$ cat src/rtl/audio_seq.sv
// audio_seq: codec-init wait, shared sample-strobe divider and per-channel
// ROM address sequencers. Ports: Clk, Reset_n, INIT_FINISH, data_over,
// INIT, tick, trig/stop/loop_en/start_addr/end_addr in, Add/active/done out.
// Optional feature macro: AUDIO_SEQ_AUTOSTART_EN (channel 0 loops whole ROM
// from the first RUN cycle).
module audio_seq #(
  parameter int NCH    = 2,
  parameter int ADDR_W = 17,
  parameter int DEPTH  = 16704,
  parameter int DIV    = 40
) (
  input  logic                  Clk,
  input  logic                  Reset_n,
  input  logic                  INIT_FINISH,
  input  logic                  data_over,
  output logic                  INIT,
  output logic                  tick,
  input  logic [NCH-1:0]        trig,
  input  logic [NCH-1:0]        stop,
  input  logic [NCH-1:0]        loop_en,
  input  logic [NCH*ADDR_W-1:0] start_addr,
  input  logic [NCH*ADDR_W-1:0] end_addr,
  output logic [NCH*ADDR_W-1:0] Add,
  output logic [NCH-1:0]        active,
  output logic [NCH-1:0]        done
);

  typedef enum logic {
    WAIT = 1'b0,
    RUN  = 1'b1
  } st_t;

  localparam int CW = $clog2(DIV);
  localparam logic [ADDR_W-1:0] LAST = ADDR_W'(DEPTH - 1);
  localparam logic [CW-1:0]     TOP  = CW'(DIV - 1);

`ifdef AUDIO_SEQ_AUTOSTART_EN
  localparam bit AUTO = 1'b1;
`else
  localparam bit AUTO = 1'b0;
`endif

  st_t           st_q;
  st_t           st_d;
  logic [CW-1:0] cnt_q;
  logic          run;
  logic          enter;

  always_ff @(posedge Clk or negedge Reset_n) begin
    if (!Reset_n) st_q <= WAIT;
    else          st_q <= st_d;
  end

  always_comb begin
    st_d = st_q;
    unique case (st_q)
      WAIT:    if (INIT_FINISH) st_d = RUN;
      RUN:     st_d = RUN;
      default: st_d = WAIT;
    endcase
  end

  assign run   = (st_q == RUN);
  assign enter = (st_q == WAIT) && INIT_FINISH;

  always_ff @(posedge Clk or negedge Reset_n) begin
    if (!Reset_n) INIT <= 1'b0;
    else          INIT <= 1'b1;
  end

  // Counter sits at 0 throughout WAIT, so the first RUN cycle is count 0.
  always_ff @(posedge Clk or negedge Reset_n) begin
    if (!Reset_n)          cnt_q <= '0;
    else if (!run)         cnt_q <= '0;
    else if (cnt_q == TOP) cnt_q <= '0;
    else                   cnt_q <= cnt_q + CW'(1);
  end

  assign tick = run && (cnt_q == TOP);

  for (genvar i = 0; i < NCH; i++) begin : g_ch
    logic [ADDR_W-1:0] s_in;
    logic [ADDR_W-1:0] e_in;
    logic [ADDR_W-1:0] e_clp;
    logic [ADDR_W-1:0] add_q;
    logic [ADDR_W-1:0] beg_q;
    logic [ADDR_W-1:0] end_q;
    logic              lp_q;
    logic              act_q;
    logic              done_q;
    logic              ok;
    logic              adv;
    logic              boot;

    assign s_in  = start_addr[i*ADDR_W +: ADDR_W];
    assign e_in  = end_addr[i*ADDR_W +: ADDR_W];
    assign e_clp = (e_in > LAST) ? LAST : e_in;
    // Window check uses the raw end; clamping only trims the latched end.
    assign ok    = (s_in <= e_in) && (s_in <= LAST);
    assign adv   = tick && data_over && act_q;
    assign boot  = AUTO && (i == 0) && enter;

    always_ff @(posedge Clk or negedge Reset_n) begin
      if (!Reset_n) begin
        add_q  <= '0;
        beg_q  <= '0;
        end_q  <= '0;
        lp_q   <= 1'b0;
        act_q  <= 1'b0;
        done_q <= 1'b0;
      end else begin
        done_q <= 1'b0;
        if (boot) begin
          add_q <= '0;
          beg_q <= '0;
          end_q <= LAST;
          lp_q  <= 1'b1;
          act_q <= 1'b1;
        end else if (run) begin
          if (trig[i] && ok) begin
            add_q <= s_in;
            beg_q <= s_in;
            end_q <= e_clp;
            lp_q  <= loop_en[i];
            act_q <= 1'b1;
          end else if (stop[i]) begin
            act_q <= 1'b0;
          end else if (adv) begin
            if (add_q < end_q) begin
              add_q <= add_q + ADDR_W'(1);
            end else begin
              add_q <= beg_q;
              if (!lp_q) begin
                act_q  <= 1'b0;
                done_q <= 1'b1;
              end
            end
          end
        end
      end
    end

    assign Add[i*ADDR_W +: ADDR_W] = add_q;
    assign active[i]               = act_q;
    assign done[i]                 = done_q;
  end

endmodule

$ cat config.mk
export PLATFORM = sky130hd
export DESIGN_NAME = audio_seq
export DESIGN_NICKNAME = d
export VERILOG_FILES = /design/src/rtl/audio_seq.sv
export SDC_FILE = /design/constraint.sdc
export NUM_CORES = 1
export LEC_CHECK = 0
export CAP_MARGIN = 40
export CORE_UTILIZATION = 34
export CTS_CLUSTER_SIZE = 12
export DETAILED_ROUTE_END_ITERATION = 6
export GPL_TIMING_DRIVEN = 0
export PLACE_DENSITY = 0.6
export SLEW_MARGIN = 0
export SYNTH_ARGS = -nofsm -noshare
export SYNTH_HDL_FRONTEND = slang
export SYNTH_SLANG_ARGS = --single-unit
$ cat constraint.sdc
create_clock -name Clk -period 2.3 [get_ports Clk]
set_clock_uncertainty 0.05 [all_clocks]
set_input_delay 0.345 -clock Clk [delete_from_list [all_inputs] [get_ports Clk]]
set_output_delay 0.345 -clock Clk [all_outputs]
set_load 0.005 [all_outputs]
==> results_dict.tcl, run 1 <==
set metrics [dict create \
    rsz0062_at_grt "true" \
    synth_flop_cell "dfrtp_1" \
    path_max_fanout 5 \
    cts.sinks 116 \
    cts_buffers 17 \
    hpwl_mm 16.6 \
    synth_area_per_cell_um2 8.99 \
    worst_skew_pair.late_latency_ns 0.43 \
    muxShareOfSynthArea_pct 3.40 \
    start_util_pct 35.0 \
    startpoint_type "flip-flop" \
    pre_cts_slack_ns -1.15 \
    layout-drive-gt1-share_pct 36.1 \
    fin_area_um2 11600 \
    worstMarginPinSlew_ns 0.999 \
    hold_path.class "in -> reg" \
    wl_per_cell_um 19.4 \
    leakage_nw 5.04 \
    finalSetupViolations 19 \
    nFillCells 1891 \
    period_share_pct 107 \
    ant_nets 0 \
    path_clk_slew_ns 0.05 \
    grt_max_degree 82 \
    diodes 0 \
    dr.pass1.iters 5 \
    pin_count 118 \
    cts_root_buf "clkbuf_16" \
    slew_headroom_pct 33.0 \
    io_buffers 117 \
    routed_wl_mm 26.2 \
    power_density_nw_per_um2 1020 \
    synth_adder_area_share_pct 11.6 \
    drcViolationCount 0 \
    synthXorXnorAreaFrac_pct 3.54 \
    violations "setup timing" \
    yosysWarnings 0 \
    crit_arrival_ns 2.71 \
    antenna_found_initial 0 \
    place_area_um2 9030 \
    max-cap-violations 0 \
    vias_per_cell 5.50 \
    synthCells 826 \
    path_class "reg -> reg" \
    fin_ws_ns -0.167 \
    dieHeight_um 150 \
    synth_cell_type_count 66 \
    synthSimpleGateAreaFrac_pct 17.8 \
    synth_top_family_by_area "compound AO/OA/AOI/OAI gates" \
    synthesis.area_um2 7430 \
    max_freq_mhz 405 \
    nNetsFinal 1209 \
    seq_area_um2 2940 \
    tns_ns -2.29 \
    crit_required_ns 2.54 \
    multi_input_area_um2 5030 \
    synth-seq-area-share_pct 39.1 \
    synth_compound_area_share_pct 17.9 \
    area_growth_pct 55.7 \
    crit_path_end_kind "flip-flop" \
    die_w_um 150 \
    period_needed_ns 2.47 \
    irDropWorstVdd_mv 0.475 \
    grt.overflow.total 0 \
    rows 53 \
    place_congestion 0.873 \
    dieArea_um2 22400 \
    grt_pass1_wl_mm 39.6 \
    htreeDepth 4 \
    finalHoldViolCount 0 \
    cts_buffer_depth 2 \
    synth.ff_latch_count 116 \
    status "finished, violations left" \
    synth_async_sr_flop_share_pct 100 \
    grtUsageTotal_pct 23.3 \
    cts_tree "built" \
    synth_nets 973 \
    grt_pass1_vias 7267 \
    slew_violations 0 \
    synth_edf_count 0 \
    drtIter0Drc 579 \
    vias 7409 \
    core_area_um2 21200 \
]
## logic make-up (layout without fill, tap and decap cells)
family,count (synthesis),in the layout
fa+ha+maj,69,69
xor+xnor,30,30
mux,23,23
other cells,1,1
simple gates,275,275
flops,116,116
buf+inv,120,367
compound gates,192,192
## layout make-up
| class | instances | area share (%) |
|---|---|---|
| clock inverters | 8 | 0.866 |
| well taps | 275 | 2.98 |
| flip-flops and latches | 116 | 25.4 |
| plain buffers | 34 | 3.28 |
| clock buffers | 22 | 4.27 |
| repair buffers | 218 | 16.9 |
| inverters | 85 | 2.76 |
| multi-input cells | 590 | 43.5 |
## critical path, cell delays in order (launching register included)
cell and delay (ns):
dfrtp_1 0.37, inv_2 0.08, ha_4 0.20, and2_4 0.15, a221o_1 0.35, a221oi_4 0.42, inv_2 0.10, nor2_4 0.20
buf_6 0.16, mux2i_1 0.18, o22ai_1 0.09
## synth_stat cells (7+ instances only)
cell type  instances  area share [%]
and4_1             9             1.1
o21a_1             7            0.71
a31oi_1           17             1.4
xor2_1            17             2.0
nand3_1           34             2.3
dfrtp_1          116              39
ha_1              69              12
a21oi_1           50             3.4
o21ai_0           31             2.1
mux2_2            18             2.7
buf_2             10            0.67
o31ai_1           10             1.0
nor3_1            19             1.3
xnor2_1           13             1.5
nor2_1            42             2.1
o221ai_1          26             3.1
inv_1             85             4.3
nand4_1           13             1.1
buf_4              8            0.81
and2_1            10            0.84
nand2_1          117             5.9
clkbuf_1          16            0.81
## metrics by stage
stage          total power (W)  instances  util, %  hold slack [ns]
2_1_floorplan          0.00560        826        -        -0.000591
3_3_place_gp           0.00714       1218     42.4            0.400
3_5_place_dp           0.00721       1219     42.6            0.237
4_1_cts                 0.0110       1328     52.3            0.140
5_1_grt                 0.0124       1348     54.5            0.161
6_report                0.0117       1348     54.5            0.147
## where the power goes
group / switching (W) / internal [W] / total [W]
Clock: 0.000975 / 0.00172 / 0.00270
Sequential: 0.000678 / 0.00267 / 0.00335
Combinational: 0.00265 / 0.00304 / 0.00569
Total: 0.00430 / 0.00743 / 0.0117
## state kept, by name, summed over array words and instances (netlist names)
register	cells
g_ch.lp_q	2
g_ch.beg_q	34
cnt_q	6
g_ch.add_q	34
g_ch.end_q	34
g_ch.done_q	2
run	1
g_ch.act_q	2
INIT	1
## worst paths after layout
check / cells after the start / endpoint / startpoint / slack, ns
worst max-delay path: 10 / g_ch[1].add_q[15] / g_ch[1].end_q[11] / -0.17
worst min-delay path: 3 / g_ch[1].end_q[11] / end_addr[28] / 0.15
worst max register to register: 10 / g_ch[1].add_q[15] / g_ch[1].end_q[11] / -0.17
worst min register to register: 2 / g_ch[0].end_q[10] / g_ch[0].end_q[10] / 0.43
max in group asynchronous: 3 / g_ch[1].add_q[7] / Reset_n / 1.09
min in group asynchronous: 2 / g_ch[0].end_q[3] / Reset_n / 0.35
## timing repair
item / CTS / global route
gates resized for setup: 318 / 92
hold buffers: 1 / 0
cloned: 7 / 1
pin swaps: 60 / 49
endpoints found under the setup margin: 109 / 102
endpoints found under the hold margin: 35 / 0
setup buffers: 71 / 20
## routing by layer
layer / up-vias / GRT usage, % / wire length, um
met3: 55 / 3.78 / 1430
li1: 3433 / - / -
met2: 285 / 37.8 / 12600
met5: - / 0 / 0
met1: 3636 / 30.2 / 11300
met4: 0 / 11.0 / 841
## cells in the final DEF, fill, tap and decap left out, types with 29 or more instances in the layout
cell             instances
buf_4                   89
nand2_1                110
clkdlybuf4s50_1         51
a21oi_1                 35
inv_1                   60
nand3_1                 29
ha_1                    35
dfrtp_1                 90
dlygate4sd2_1           36
ha_4                    34
nor2_1                  39
Note: power is estimated with default switching activity, not from simulation.
==> run 2, diff against run 1 <==
--- a/config.mk
+++ b/config.mk
@@ -11,7 +11,8 @@
 export DETAILED_ROUTE_END_ITERATION = 6
 export GPL_TIMING_DRIVEN = 0
 export PLACE_DENSITY = 0.6
-export SLEW_MARGIN = 0
+export REMOVE_ABC_BUFFERS = 1
+export SLEW_MARGIN = 20
 export SYNTH_ARGS = -nofsm -noshare
 export SYNTH_HDL_FRONTEND = slang
 export SYNTH_SLANG_ARGS = --single-unit
==> constraint.sdc (replaced) <==
create_clock -name Clk -period 2.25 [get_ports Clk]
set_clock_uncertainty 0.05 [all_clocks]
set_input_delay 0.3375 -clock Clk [delete_from_list [all_inputs] [get_ports Clk]]
set_output_delay 0.3375 -clock Clk [all_outputs]
set_load 0.005 [all_outputs]
==> results_dict.tcl, run 2 (same netlist as run 1, synthesis figures left out) <==
set metrics [dict create \
    status "finished, violations left" \
    violations "setup timing" \
    dieHeight_um 150 \
    slowest_stage "dfrtp_1" \
    crit_required_ns 2.49 \
    cp_top_family "compound AO/OA/AOI/OAI gates" \
    area_growth_pct 58.2 \
    max_freq_mhz 393 \
    cts_buffer_depth 2 \
    combPwrFrac_pct 48.5 \
    leakage_nw 5.05 \
    fin_ws_ns -0.291 \
    tns_ns -5.01 \
    post_layout_nonfiller_instances 1338 \
    switching_power_w 0.00449 \
    diodes 0 \
    cts_buffers 17 \
    p_clk_share_pct 23.0 \
    path_class "reg -> reg" \
    vias 7228 \
    drcViolationCount 0 \
    critPathMaxStageDelay_ns 0.37 \
    finalHoldViolCount 0 \
    pin_count 118 \
    routed_wl_mm 25.4 \
    nFillCells 1853 \
    vias_per_cell 5.40 \
    period_needed_ns 2.54 \
    crit_path_end_kind "flip-flop" \
    crit_arrival_ns 2.78 \
    antenna_found_initial 0 \
    ant_nets 0 \
    rsz0062_at_grt "true" \
    worst_skew_pair.late_latency_ns 0.42 \
    max-cap-violations 0 \
    slew_violations 0 \
    grt_pass1_wl_mm 39.6 \
    hpwl_mm 15.2 \
    htreeDepth 4 \
    power_density_nw_per_um2 1040 \
    drtIter0Drc 462 \
    startpoint_type "flip-flop" \
    grt.overflow.total 0 \
    dp.cells 1191 \
    dieArea_um2 22400 \
    rows 53 \
    pre_cts_slack_ns -1.52 \
    finalSetupViolations 32 \
    mostFrequentLayoutCells "nand2_1 (108), dfrtp_1 (94), buf_4 (79), inv_1 (54), clkdlybuf4s50_1 (50)" \
    cts_root_buf "clkbuf_16" \
    irDropWorstVdd_mv 0.540 \
    worstMarginPinSlew_ns 0.946 \
    utilization_pct 55.4 \
    die_w_um 150 \
    critPathMostFrequentCell "buf_6" \
    top_regs "g_ch.add_q x34, g_ch.beg_q x34, g_ch.end_q x34" \
    slew_headroom_pct 37.0 \
    critPathBufInv 4 \
    period_share_pct 113 \
    path_max_fanout 5 \
    hold_path.class "in -> reg" \
    start_util_pct 35.0 \
    grtUsageTotal_pct 22.9 \
    seqPwrFrac_pct 28.5 \
    path_clk_slew_ns 0.06 \
    nNetsFinal 1198 \
    cts.sinks 116 \
    cts_tree "built" \
    wl_per_cell_um 19.0 \
    io_buffers 117 \
    power.internal_w 0.00775 \
    dr.pass1.iters 5 \
    grt_max_degree 75 \
    layout-drive-gt1-share_pct 38.4 \
    core_area_um2 21200 \
    path_cells "inv_2, ha_4, a21o_1, a221o_1, a221oi_4, buf_6, inv_4, nor2_4, buf_6, mux2i_1, o22ai_1" \
    grt_pass1_vias 7371 \
    switching_share_pct 36.7 \
    final_common_cell "nand2_1" \
    place_congestion 0.807 \
]
## run 2: tightest hold or removal path, stage by stage
cell and delay [ns]:
buf_4 0.12, nand2_1 0.05, nand2_1 0.05
## run 2: routing by layer
metal,GRT usage [%],wire length [um],vias to the layer above
met5,0,0,-
met2,36.4,12100,206
met1,31.4,11500,3577
met4,7.12,439,0
met3,4.33,1230,33
li1,-,-,3412
## run 2: final timing paths
kind                                endpoint              start  slack (ns)  depth (start not counted)
max                        g_ch[1].add_q[15]  g_ch[1].end_q[10]       -0.29                         11
min reg2reg                         cnt_q[0]           cnt_q[0]        0.41                          1
min in group asynchronous  g_ch[0].end_q[14]            Reset_n        0.37                          2
max reg2reg                g_ch[1].add_q[15]  g_ch[1].end_q[10]       -0.29                         11
max in group asynchronous   g_ch[1].add_q[8]            Reset_n        1.02                          3
min                        g_ch[1].beg_q[13]     start_addr[30]        0.13                          3
## run 2: final cells by class
type	count	area [um^2]	area share (%)
multi-input cells	593	5270	44.9
flip-flops and latches	116	2930	24.9
repair buffers	238	2280	19.4
clock buffers	19	453	3.85
well taps	275	344	2.93
inverters	85	324	2.76
clock inverters	12	153	1.30
## run 2: repair_timing
item,in CTS,in global routing
endpoints found under the setup margin,109,94
hold buffers,1,0
resized for setup,307,131
endpoints found under the hold margin,42,0
gates cloned,9,1
setup buffers,91,16
pin swaps,87,63
## run 2: through the flow
step | hold WS, ns | total power [W] | area, um^2
final | 0.132 | 0.0122 | 11800
after global routing | 0.146 | 0.0130 | 11800
after CTS | 0.121 | 0.0116 | 11200
after detailed placement | 0.247 | 0.00735 | 8930
after global placement | 0.404 | 0.00714 | 8770
after floorplan | -0.00809 | 0.00559 | 7250
## run 2: power by group through the flow
| stage | logic (W) | clock network [W] | registers, W |
|---|---|---|---|
| 6_report | 0.00594 | 0.00281 | 0.00348 |
| 5_1_grt | 0.00646 | 0.00294 | 0.00357 |
| 4_1_cts | 0.00535 | 0.00284 | 0.00342 |
| 3_5_place_dp | 0.00386 | 0 | 0.00349 |
| 3_3_place_gp | 0.00365 | 0 | 0.00348 |
| 2_1_floorplan | 0.00233 | 0 | 0.00326 |
